**src/rtl/sd_filter_ctrl.sv**
```systemverilog
// Sequencing controller for the sigma-delta filter cascade: sample-enable divider,
// 1-bit feedback, settle discard and decimated valid/ready output stream.
module sd_filter_ctrl #(
   parameter int DATA_W = 47,
   parameter int DIV_W  = 16,
   parameter int DEC_W  = 8,
   parameter int SET_W  = 16
) (
   input  logic              clk,
   input  logic              reset,
   input  logic              run,
   input  logic [DIV_W-1:0]  cfg_div,
   input  logic [DEC_W-1:0]  cfg_dec,
   input  logic [SET_W-1:0]  cfg_settle,
   input  logic              clr_overrun,
   input  logic [DATA_W-1:0] filt_out,
   output logic              filt_enb,
   output logic              filt_feedback,
   output logic [DATA_W-1:0] m_data,
   output logic              m_valid,
   input  logic              m_ready,
   output logic              busy,
   output logic              overrun
);

   typedef enum logic [1:0] {IDLE, SETTLE, RUN} state_e;

   state_e            state_q, state_d;
   logic [DIV_W-1:0]  div_q, tick_q, tick_d;
   logic [DEC_W-1:0]  dec_q, dec_cnt_q, dec_cnt_d;
   logic [SET_W-1:0]  settle_q, settle_cnt_q, settle_cnt_d;
   logic              fb_pend_q, cap_pend_q;
   logic              feedback_q, m_valid_q, overrun_q;
   logic [DATA_W-1:0] m_data_q;

   logic pulse, start, settle_done, capture;

   assign pulse       = (state_q != IDLE) && (tick_q == div_q);
   assign start       = (state_q == IDLE) && run;
   assign settle_done = (state_q == SETTLE) && pulse && (settle_cnt_q + SET_W'(1) == settle_q);
   assign capture     = (state_q == RUN) && pulse && (dec_cnt_q == dec_q);

   // NOTE: registers take non-blocking assignments so every flop samples pre-edge values.
   always_ff @(posedge clk) begin
      if (reset) state_q <= IDLE;
      else       state_q <= state_d;
   end

   // NOTE: each combinational output gets a default first so no path can infer a latch.
   always_comb begin
      state_d = state_q;
      case (state_q)
         IDLE:    if (run) state_d = (cfg_settle == '0) ? RUN : SETTLE;
         SETTLE:  if (!run) state_d = IDLE;
                  else if (settle_done) state_d = RUN;
         RUN:     if (!run) state_d = IDLE;
         default: state_d = IDLE;
      endcase
   end

   always_comb begin
      filt_enb = pulse;
      busy     = (state_q != IDLE);
   end

   // Tick counter keeps running across SETTLE->RUN so the enable period never glitches.
   always_comb begin
      tick_d       = tick_q;
      settle_cnt_d = settle_cnt_q;
      dec_cnt_d    = dec_cnt_q;
      if (start) begin
         tick_d       = '0;
         settle_cnt_d = '0;
         dec_cnt_d    = '0;
      end else if (state_q != IDLE) begin
         tick_d = pulse ? '0 : tick_q + DIV_W'(1);
         if (pulse && state_q == SETTLE) settle_cnt_d = settle_cnt_q + SET_W'(1);
         if (pulse && state_q == RUN)    dec_cnt_d = capture ? '0 : dec_cnt_q + DEC_W'(1);
      end
   end

   always_ff @(posedge clk) begin
      if (reset) begin
         div_q        <= '0;
         dec_q        <= '0;
         settle_q     <= '0;
         tick_q       <= '0;
         settle_cnt_q <= '0;
         dec_cnt_q    <= '0;
         fb_pend_q    <= 1'b0;
         cap_pend_q   <= 1'b0;
         feedback_q   <= 1'b0;
         m_data_q     <= '0;
         m_valid_q    <= 1'b0;
         overrun_q    <= 1'b0;
      end else begin
         if (start) begin
            div_q    <= cfg_div;
            dec_q    <= cfg_dec;
            settle_q <= cfg_settle;
         end
         tick_q       <= tick_d;
         settle_cnt_q <= settle_cnt_d;
         dec_cnt_q    <= dec_cnt_d;
         fb_pend_q    <= pulse;
         cap_pend_q   <= capture;

         // filt_out is valid the cycle after the enable pulse, hence the pending flags.
         if (fb_pend_q) feedback_q <= ~filt_out[DATA_W-1];

         if (cap_pend_q) begin
            m_data_q  <= filt_out;
            m_valid_q <= 1'b1;
         end else if (m_valid_q && m_ready) begin
            m_valid_q <= 1'b0;
         end

         if (cap_pend_q && m_valid_q && !m_ready) overrun_q <= 1'b1;
         else if (clr_overrun || start)           overrun_q <= 1'b0;
      end
   end

   assign filt_feedback = feedback_q;
   assign m_data        = m_data_q;
   assign m_valid       = m_valid_q;
   assign overrun       = overrun_q;

endmodule

```
**config.mk**
```make
export PLATFORM = sky130hd
export DESIGN_NAME = sd_filter_ctrl
export DESIGN_NICKNAME = d
export VERILOG_FILES = /design/src/rtl/sd_filter_ctrl.sv
export SDC_FILE = /design/constraint.sdc
export NUM_CORES = 1
export LEC_CHECK = 0
export CORE_MARGIN = 2
export CORE_UTILIZATION = 50
export CTS_CLUSTER_DIAMETER = 60
export DETAILED_ROUTE_END_ITERATION = 12
export DONT_BUFFER_PORTS = 1
export PLACE_DENSITY_LB_ADDON = 0.1
export SKIP_CTS_REPAIR_TIMING = 1
export SLEW_MARGIN = 10
export SYNTH_ARGS = -nofsm -noshare
export SYNTH_HDL_FRONTEND = slang
export SYNTH_SLANG_ARGS = --single-unit
```
**constraint.sdc**
```tcl
create_clock -name clk -period 2.51 [get_ports clk]
set_clock_uncertainty 0.2 [all_clocks]
set_input_delay 0.502 -clock clk [delete_from_list [all_inputs] [get_ports clk]]
set_output_delay 0.502 -clock clk [all_outputs]
set_load 0.01 [all_outputs]
```
Word-level counts from Yosys, hierarchy flattened
Index checks and enable logic that the tools add are counted.

Bits in registers: 134. Input port bits: 92. Output and inout port bits: 52. Logic and storage cells: 57.

Add/sub/neg operators: 3. Equal/unequal tests: 8. Muxes and demuxes: 12. Bitwise operators: 1. Reduce and logical (&&, ||, !) cells: 20.

Operators by type and width (number): adder 16 x 1 -> 16 bit, second input constant (2); == test 16 bit (2); logical NOT 16 bit (1); 2-to-1 mux 16 bit (1); 2-to-1 mux 2 bit (5); logical AND 1 bit (9); adder 8 x 1 -> 8 bit, second input constant (1); == test 8 bit (1); 2-to-1 mux 8 bit (1); one-hot mux 2 bit (3 select lines) (1); nonzero test 2 bit (3); 2-to-1 mux 1 bit (4); != test 2 bit, second input constant (2); AND reduction 2 bit (2); != test 3 bit, second input constant (1); AND reduction 3 bit (1); == test 2 x 1 -> 1 bit, second input constant (1); == test 2 bit, second input constant (1); logical NOT 2 bit (1); OR reduction 2 bit (1); logical NOT 1 bit (1); logical OR 1 bit (1); inverter 1 bit (1).

Depth between registers and ports, before layout
Word-level depth: 7. Gate-level depth with buffers: 9. Depth with buffers taken out: 7.

Least setup slack after synthesis
No wires, ideal clock.

Path kind: reg-to-reg. Start: register settle_cnt_q[0]. End: register state_q[0]. Setup time: 0.115 ns. Arrival: 2.085 ns. Data required time: 2.195 ns. Slack: 0.110 ns. Stages on the path, launching flop included: 8. Path buffers: 0. Clock period less this slack: 2.400 ns. Cell sequence: dfxtp_1 -> ha_1 -> nand3_1 -> nand2b_1 -> or4b_1 -> a2111oi_0 -> nand4_1 -> o21a_1.

Longest elaborated chain between the ends: 5.

Ends and longest elaborated chain: start: declaration (line 31) `logic [SET_W-1:0] settle_q, settle_cnt_q, settle_cnt_d;`; start signal: assignment (line 103) `settle_cnt_q <= settle_cnt_d;`; adder 16 x 1 -> 16 bit (line 40) `assign settle_done = (state_q == SETTLE) && pulse && (settle_cnt_q + SET_W'(1) == settle_q);`; == test 16 bit (line 40); logical AND 1 bit (line 40); != test 3 bit (no source line); AND reduction 3 bit (no source line); end signal: assignment (line 46) `else state_q <= state_d;`; end: declaration (line 28) `state_e state_q, state_d;`.

Every way passes these cells. A chain may end at the register's enable or synchronous reset.

Final worst setup path
Start: register tick_q[11]. End: output filt_enb.

Longest elaborated chain between the ends: 2.

Ends and longest elaborated chain: start: declaration (line 29) `logic [DIV_W-1:0] div_q, tick_q, tick_d;`; start signal: assignment (line 102) `tick_q <= tick_d;`; == test 16 bit (line 38) `assign pulse = (state_q != IDLE) && (tick_q == div_q);`; logical AND 1 bit (line 38); end: declaration (line 17) `output logic filt_enb,`.

Every way passes these cells.

==> reports/results.tsv <==
stage	metric	value	unit
yosys	ys_types	46	
timing	slew_viol_final	0	
placement	pre_cts_slack	32.4	ps
timing	slew_headroom	0.465	
cts	clk-insertion-delay-late	410	ps
global_route	track_usage	0.210	
run	cap_violations	0	
yosys	synth.avg_cell_area	8.74	µm²
cts	cts_made_buffers	17	
yosys	synth-async-reset-ratio	0	
global_route	antenna_found_initial	0	
placement	placed_cells	799	
critical_path	reg2reg_from	tick_q[11]	
cts	clkSlewWorstSetupHoldPaths	60	ps
pwr	power_density	767	nW/µm²
timing	max_freq	0.405	GHz
timing	period_share	0.985	
floorplanning	start_util	0.513	
timing	hold_viol_final	0	
placement	numPortBuffers	0	
floorplanning	core_area	11400	µm²
cts	cts_sinks	134	
critical_path	end_kind	output port	
floorplanning	die_h	112	µm
pwr	leakagePower	2.48	nW
yosys	synth_edf_count	0	
yosys	synth_top_area_cell	dfxtp_1	
timing	rsz0062_at_grt	yes	
hold_path	hold_path_class	in2reg	
detailed_routing	drt-initial-drc-count	227	
yosys	synth_top_area_frac	0.458	
finish	final_core_util	0.606	
global_route	grt_max_degree	95	
finish	antenna_cells	0	
detailed_routing	final_antenna_net_count	0	
cts	clk_path_buf_depth	2	
critical_path	rr_worst_depth	7	
hold_path	worstHoldStart	cfg_div[4]	
global_route	overflow	0	
yosys	synth_area_leaders	dfxtp_1 (46%), mux2i_1 (8.5%), nand2_1 (6.3%)	
hold_path	min_to	div_q[4]	
detailed_routing	num_vias	4591	
detailed_routing	drtPass1Iterations	5	
detailed_routing	drc	0	
detailed_routing	viasPerCell	5.49	
yosys	seq_area_frac_synth	0.458	
floorplanning	num_rows	39	
yosys	synth-seq-cells	134	
timing	setup_tns	0	ps
yosys	syn_inst	670	
detailed_routing	wl_per_cell	16.1	µm
finish	drive_above_1_share	0.133	
timing	period_needed	2470	ps
yosys	ys_warn_count	0	
critical_path	crit_fanout	5	
floorplanning	pin_count	144	
hold_path	whs_path_depth	2	
placement	place_hpwl	9350	µm
cts	cts_tree	done	
cts	htreeDepth	4	
critical_path	start_kind	register	
floorplanning	die_w	112	µm
pwr	max-vdd-ir-drop	953	µV
yosys	synth_nets	765	
critical_path	rrSetupSlack	70	ps
finish	syn2layout_area_growth	18.1	%
yosys	synth_area	5850	µm²
critical_path	cp_data_arrival_time	1770	ps
timing	worst_pin_slew	803	ps
yosys	synth-main-ff-cell	dfxtp_1	
status	status	finished clean	
finish	final_cells	836	
timing	final-setup-viol-count	0	
global_route	grt_pass1_vias	4445	
global_route	grt_pass1_wl	21400	µm
cts	clk_root_buffer_cell	clkbuf_16	
pwr	power	5.30	mW
critical_path	critPathRequiredTime	1810	ps
placement	place.gp.congestion	0.860	
detailed_routing	finalWirelength	13400	µm
timing	setup_ws	38.1	ps
floorplanning	die_area	12600	µm²
critical_path	critPathKind	reg2out	
critical_path	r2r-end	state_q[1]	
finish	finalNetCount	776	
Yosys cell counts (2+ instances only):
cell type / instances
a21oi_1: 60
a32oi_1: 2
and2_1: 4
and3_1: 2
and4_1: 4
buf_1: 7
buf_2: 2
buf_6: 2
clkbuf_1: 28
dfxtp_1: 134
ha_1: 3
inv_1: 5
mux2i_1: 50
nand2_1: 98
nand2b_1: 7
nand3_1: 16
nand3b_1: 4
nand4_1: 14
nor2_1: 88
nor2b_1: 6
nor3_1: 6
nor4_1: 10
nor4_4: 2
o2111a_1: 2
o21a_1: 2
o21ai_0: 13
o31ai_1: 5
or2_2: 2
or3_1: 6
or4_1: 5
xnor2_1: 35
xor2_1: 32
metrics by stage:
step | area, µm² | hold slack, ps
after floorplan | 5850 | 248
after global placement | 6060 | 251
after detailed placement | 6060 | 252
after CTS | 6740 | -61.4
after global routing | 6920 | 14.8
final | 6920 | 18.0
sequential cells by signal, summed over array words and instances (netlist names):
name,cells
dec_cnt_q,8
dec_q,8
filt_feedback,1
overrun,1
fb_pend_q,1
settle_cnt_q,16
m_valid,1
cap_pend_q,1
settle_q,16
tick_q,16
m_data,47
div_q,16
state_q,2
how the worst max path moves through the flow:
stage          slack [ps]               end             from
2_1_floorplan         110        state_q[0]  settle_cnt_q[0]
3_3_place_gp          120  settle_cnt_q[11]       tick_q[11]
3_5_place_dp           30        state_q[0]  settle_cnt_q[1]
4_1_cts              -100          filt_enb       tick_q[11]
5_1_grt               -70          filt_enb       tick_q[11]
6_report               40          filt_enb       tick_q[11]
cell families after synthesis:
| group | synth area share |
|---|---|
| adder cells (fa/ha/maj) | 0.00641 |
| flip-flops | 0.458 |
| XOR/XNOR | 0.100 |
| AND/OR/NAND/NOR | 0.228 |
| buffers and inverters | 0.0312 |
| AO/OA/AOI/OAI | 0.0900 |
| multiplexers | 0.0855 |
area by class of cell:
type / count / area, µm²
Clock buffer: 19 / 453
Fill cell: 1021 / 4500
Sequential cell: 134 / 2690
Multi-Input combinational cell: 494 / 3110
Timing Repair Buffer: 29 / 241
Tap cell: 143 / 179
Clock inverter: 12 / 224
Inverter: 5 / 18.8
cell usage in the layout, fill, tap and decap left out, types with 16 or more instances in the layout:
cell / n
nand2_1: 98
buf_4: 27
a21oi_1: 57
dfxtp_1: 130
mux2i_1: 50
xnor2_1: 35
nand3_1: 16
nor2_1: 87
xor2_1: 31
clkbuf_16: 17
power by group:
part | switching (mW) | internal (mW) | total (mW)
Sequential | 0.0315 | 2.17 | 2.20
Combinational | 0.170 | 0.105 | 0.275
Clock | 0.920 | 1.91 | 2.83
worst max-delay path, stage by stage (launching register included):
cell,delay (ps)
dfxtp_1,350
xor2_1,210
nor4_4,320
nand4_1,260
nor2_4,220
layer usage:
| metal | vias to the layer above | global-route usage | wire length (µm) |
|---|---|---|---|
| li1 | 2295 | - | - |
| met1 | 2160 | 0.259 | 5890 |
| met2 | 112 | 0.350 | 6580 |
| met3 | 24 | 0.0583 | 690 |
| met4 | 0 | 0.0813 | 278 |
| met5 | - | 0 | 0 |
Note: power is estimated with default switching activity, not from simulation.
